<file path="src/rtl/hbm_latency_delay.sv">
// Fixed-latency, order-preserving delay line modelling HBM access time.
// Optional occupancy/stall statistics are enabled with `HBM_LATENCY_DELAY_STATS_EN.
module hbm_latency_delay #(
    parameter int unsigned Latency   = 100,
    parameter int unsigned Depth     = 32,
    parameter int unsigned DataWidth = 64
) (
    input  logic                       clk_i,
    input  logic                       rst_ni,
    input  logic                       in_valid_i,
    output logic                       in_ready_o,
    input  logic [DataWidth-1:0]       in_data_i,
    output logic                       out_valid_o,
    input  logic                       out_ready_i,
    output logic [DataWidth-1:0]       out_data_o,
`ifdef HBM_LATENCY_DELAY_STATS_EN
    output logic [31:0]                stall_cnt_o,
    output logic [$clog2(Depth):0]     max_count_o,
`endif
    output logic [$clog2(Depth):0]     count_o
);

    localparam int unsigned IdxW = $clog2(Depth);
    localparam int unsigned PtrW = IdxW + 1;
    localparam int unsigned TW   = $clog2(Latency + 1) + 1;

    logic [PtrW-1:0]      wr_ptr_q, rd_ptr_q;
    logic [TW-1:0]        now_q;
    logic [DataWidth-1:0] data_q  [Depth];
    logic [TW-1:0]        stamp_q [Depth];
    logic [Depth-1:0]     ripe_q;

    logic [PtrW-1:0]      count;
    logic [IdxW-1:0]      rd_idx, wr_idx;
    logic [TW-1:0]        head_age;
    logic [IdxW-1:0]      rel   [Depth];
    logic [TW-1:0]        age   [Depth];
    logic [Depth-1:0]     ripe_set;
    logic                 push, pop;

    // Handshake and head status, derived only from registered state
    always_comb begin
        count       = wr_ptr_q - rd_ptr_q;
        rd_idx      = rd_ptr_q[IdxW-1:0];
        wr_idx      = wr_ptr_q[IdxW-1:0];
        head_age    = now_q - stamp_q[rd_idx];
        in_ready_o  = count < PtrW'(Depth);
        out_valid_o = (count != '0) && (ripe_q[rd_idx] || head_age == TW'(Latency));
        out_data_o  = data_q[rd_idx];
        count_o     = count;
        push        = in_valid_i && in_ready_o;
        pop         = out_valid_o && out_ready_i;
    end

    // Sticky ripe marking keeps long-stalled beats valid across timestamp wrap
    always_comb begin
        ripe_set = '0;
        for (int i = 0; i < Depth; i++) begin
            rel[i]      = IdxW'(i) - rd_idx;
            age[i]      = now_q - stamp_q[i];
            ripe_set[i] = (PtrW'(rel[i]) < count) && (age[i] == TW'(Latency));
        end
    end

    always_ff @(posedge clk_i or negedge rst_ni) begin
        if (!rst_ni) begin
            wr_ptr_q <= '0;
            rd_ptr_q <= '0;
            now_q    <= '0;
            ripe_q   <= '0;
            for (int i = 0; i < Depth; i++) begin
                data_q[i]  <= '0;
                stamp_q[i] <= '0;
            end
        end else begin
            now_q  <= now_q + TW'(1);
            ripe_q <= ripe_q | ripe_set;
            if (push) begin
                data_q[wr_idx]  <= in_data_i;
                stamp_q[wr_idx] <= now_q;
                ripe_q[wr_idx]  <= 1'b0;
                wr_ptr_q        <= wr_ptr_q + PtrW'(1);
            end
            if (pop) begin
                rd_ptr_q <= rd_ptr_q + PtrW'(1);
            end
        end
    end

`ifdef HBM_LATENCY_DELAY_STATS_EN
    logic [PtrW-1:0] count_next;

    always_comb begin
        count_next = (wr_ptr_q + PtrW'(push)) - (rd_ptr_q + PtrW'(pop));
    end

    // Saturating stall counter and occupancy high-watermark
    always_ff @(posedge clk_i or negedge rst_ni) begin
        if (!rst_ni) begin
            stall_cnt_o <= '0;
            max_count_o <= '0;
        end else begin
            if (out_valid_o && !out_ready_i && stall_cnt_o != '1) begin
                stall_cnt_o <= stall_cnt_o + 32'd1;
            end
            if (count_next > max_count_o) begin
                max_count_o <= count_next;
            end
        end
    end
`endif

endmodule

</file>
<file path="config.mk">
export PLATFORM = sky130hd
export DESIGN_NAME = hbm_latency_delay
export DESIGN_NICKNAME = d
export VERILOG_FILES = /design/src/rtl/hbm_latency_delay.sv
export SDC_FILE = /design/constraint.sdc
export NUM_CORES = 2
export LEC_CHECK = 0
export BUFFER_PORTS_ARGS = -buffer_cell sky130_fd_sc_hd__buf_2
export CAP_MARGIN = 20
export CORE_ASPECT_RATIO = 1.5
export CORE_MARGIN = 4
export CORE_UTILIZATION = 44
export CTS_BUF_LIST = sky130_fd_sc_hd__clkbuf_16
export DETAILED_ROUTE_END_ITERATION = 7
export GPL_ROUTABILITY_DRIVEN = 0
export GPL_TIMING_DRIVEN = 1
export PLACE_DENSITY = 0.62
export SKIP_LAST_GASP = 1
export SLEW_MARGIN = 0
export SYNTH_ARGS = -nofsm -noshare
export SYNTH_HDL_FRONTEND = slang
export SYNTH_SLANG_ARGS = --single-unit
</file>
<file path="constraint.sdc">
create_clock -name clk_i -period 7.1 [get_ports clk_i]
set_input_delay 1.42 -clock clk_i [delete_from_list [all_inputs] [get_ports clk_i]]
set_output_delay 1.42 -clock clk_i [all_outputs]
set_load 0.02 [all_outputs]
</file>
==> results.json <==
{
  "worstSetupStartpointType": "flip-flop",
  "p_sw_w": 0.00567,
  "ys_seq_elements": 2356,
  "core_mm2": 0.262,
  "synth_most_common_cell": "dfrtp_1",
  "cts_root_buffer": "clkbuf_16",
  "synthArstFlopShare_pct": 100,
  "synth_top_cell_area_share_pct": 50.7,
  "hold_class": "flip-flop to flip-flop",
  "drc": 0,
  "crit_slowest_cell": "dfrtp_4",
  "p_clk_share_pct": 45.1,
  "hold_buffers": 0,
  "swShare_pct": 22.4,
  "numCtsBuffers": 228,
  "path_max_fanout": 25,
  "setup.worst_path.class": "flip-flop to primary output",
  "vdd_drop_max_uv": 192,
  "grt_overflow_total": 0,
  "ys.flop_type": "dfrtp_1",
  "grt_pass1_wl_mm": 486,
  "arrival_ns": 5.24,
  "yosysWarnings": 0,
  "start_util_pct": 44.3,
  "synthCells": 7588,
  "areaGrowthSynthToFinish_pct": 8.58,
  "final_util_pct": 48.1,
  "maxSlewHeadroom_pct": 25.0,
  "setup_tns_ns": 0,
  "post-route-period-util_pct": 93.7,
  "dpl.hpwl_mm": 184,
  "comb_power_share_pct": 1.9,
  "firstDrtPassIters": 5,
  "fp.dieW_um": 428,
  "outcome": "finished clean",
  "power.total_w": 0.0253,
  "fin_nets": 7848,
  "synth_edf_count": 0,
  "yosys-top-cells-count": "dfrtp_1 (2356), mux2_1 (1266), mux2_2 (879), mux4_2 (720), clkbuf_1 (319)",
  "path_common_cell": "mux4_2",
  "synth.area.top_cells": "dfrtp_1 (51%), mux4_2 (14%), mux2_1 (12%)",
  "antenna_found_initial": 31,
  "synth_cell_type_count": 65,
  "cts_tree": "done",
  "setup_viol": 0,
  "ant_nets": 0,
  "clock_skew_ns": 0.0578,
  "fin_worst_hold_slack_ns": 0.484,
  "viasPerCell": 5.94,
  "grt_pass1_vias": 71500,
  "track_usage_pct": 23.6,
  "drv_cap": 0,
  "crit_chain": "buf_12, mux4_2, mux4_2, mux2i_1, ha_1, a21oi_1, nand4b_1, a211o_1, nor2_1, nand2_1, o211ai_1, a21boi_0, buf_2",
  "max_freq_mhz": 150,
  "ios": 140,
  "slew_violations": 0,
  "yosys.area.top_type": "dfrtp_1",
  "power_frac_seq_pct": 53.0,
  "slowest_delay_ns": 0.62,
  "leakage_nw": 63.5,
  "end_kind": "primary output",
  "synthesis.nets": 7971,
  "synth_area_per_cell_um2": 15.3,
  "ctsResizeCount": 0,
  "port_buffers": 139,
  "internal_power_w": 0.0196,
  "clock_path_buffers": 4,
  "die_h_um": 638,
  "clkTransAtPathRegs_ns": 0.06,
  "tightest_slew_ns": 1.13,
  "cts_htree_levels": 4,
  "seq_area_frac_synth_pct": 50.7,
  "cts_sinks": 2356,
  "period_needed_ns": 6.66,
  "rows": 230,
  "vias": 66000,
  "drtIter0Drc": 3971,
  "netlist_area_mm2": 0.116,
  "cp_data_required_time_ns": 5.68,
  "cts_setup_buffers": 0,
  "die_area_mm2": 0.273,
  "final_hold_viol_count": 0,
  "wl_per_cell_um": 29.2,
  "rsz0062_at_grt": "false",
  "cellPowerDensity_mw_per_mm2": 200,
  "grt_max_degree": 180,
  "wl_mm": 325,
  "ff2ff_setup_slack_ns": 1.34,
  "fillers": 22500,
  "drive_above_1_share_pct": 30.9,
  "insertion_delay_ns": 0.90
}
## kinds of logic (layout without fill, tap and decap cells)
| group | Yosys count | after routing | share of synthesized area, % |
|---|---|---|---|
| compound gates | 300 | 300 | 1.66 |
| fa+ha+maj | 315 | 315 | 3.40 |
| mux | 3049 | 3049 | 36.8 |
| xor+xnor | 180 | 180 | 1.36 |
| buf+inv | 928 | 965 | 4.05 |
| simple gates | 460 | 460 | 2.00 |
| flops | 2356 | 2356 | 50.7 |
| other cells | 0 | 7 | 0 |
## power groups by stage
stage	sequential, W	combinational [W]	clock (W)
floorplan	0.0137	0.000112	0
global placement	0.0137	0.000471	0
detailed placement	0.0137	0.000489	0
CTS	0.0134	0.000490	0.0117
global route	0.0134	0.000545	0.0122
finish	0.0134	0.000472	0.0114
## layout by cell type (no fill, tap or decap), drive strengths merged, types with 16 or more instances in the layout
| master | instances |
|---|---|
| nand2 | 278 |
| nor3 | 28 |
| mux2i | 56 |
| nor2b | 16 |
| dfrtp | 2356 |
| nor4 | 21 |
| a21oi | 96 |
| o21a | 29 |
| mux4 | 720 |
| ha | 313 |
| nor2 | 58 |
| buf | 289 |
| inv | 346 |
| a31oi | 21 |
| nand4 | 17 |
| a21o | 29 |
| xnor2 | 86 |
| mux2 | 2273 |
| clkbuf | 231 |
| xor2 | 94 |
| clkinv | 82 |
| o21ai | 48 |
## final timing paths
check / startpoint / end / depth (start not counted)
max in group asynchronous: rst_ni / data_q[775] / 3
setup / recovery: rd_ptr_q[0] / out_valid_o / 13
setup reg to reg: rd_ptr_q[2] / data_q[1017] / 12
hold reg to reg: data_q[1642] / data_q[1642] / 1
hold / removal: data_q[1642] / data_q[1642] / 1
min in group asynchronous: rst_ni / data_q[1963] / 1
## per-stage QoR
stage | setup WS (ns) | cells | instance area (um2)
final | 0.445 | 11100 | 126000
after global routing | 0.0455 | 11100 | 126000
after CTS | 0.215 | 11100 | 126000
after detailed placement | 1.17 | 10700 | 120000
after global placement | 1.06 | 10700 | 120000
after floorplan | 1.22 | 7588 | 116000
## per-layer routing
layer | track usage [%] | vias to the layer above | wire length (um)
met5 | 0 | - | 158
met4 | 7.88 | 24 | 11700
met3 | 2.79 | 559 | 12600
met2 | 41.2 | 1407 | 165000
met1 | 30.8 | 36400 | 135000
li1 | - | 27500 | -
## sequential cells by signal, indices dropped and copies added (netlist names)
register and cells:
now_q 8, stamp_q 256, ripe_q 32, data_q 2048, rd_ptr_q 6, wr_ptr_q 6
## critical path: cells and delay by family (launching register included)
kind	cells	cell delay (ns)
compound gates	4	1.35
fa+ha+maj	1	0.28
flops	1	0.62
buf+inv	2	0.50
simple gates	3	0.33
mux	3	1.24
## cell type report
type / count / area [um2] / area share [%]
Tap cell: 3480 / 4350 / 3.45
Multi-Input combinational cell: 4304 / 52900 / 41.9
Inverter: 285 / 1080 / 0.857
Antenna cell: 7 / 17.5 / 0.0139
Sequential cell: 2356 / 59000 / 46.7
Timing Repair Buffer: 290 / 2240 / 1.78
Clock inverter: 160 / 973 / 0.771
Clock buffer: 230 / 5760 / 4.56
No activity file was read; power rests on OpenSTA's default activity.
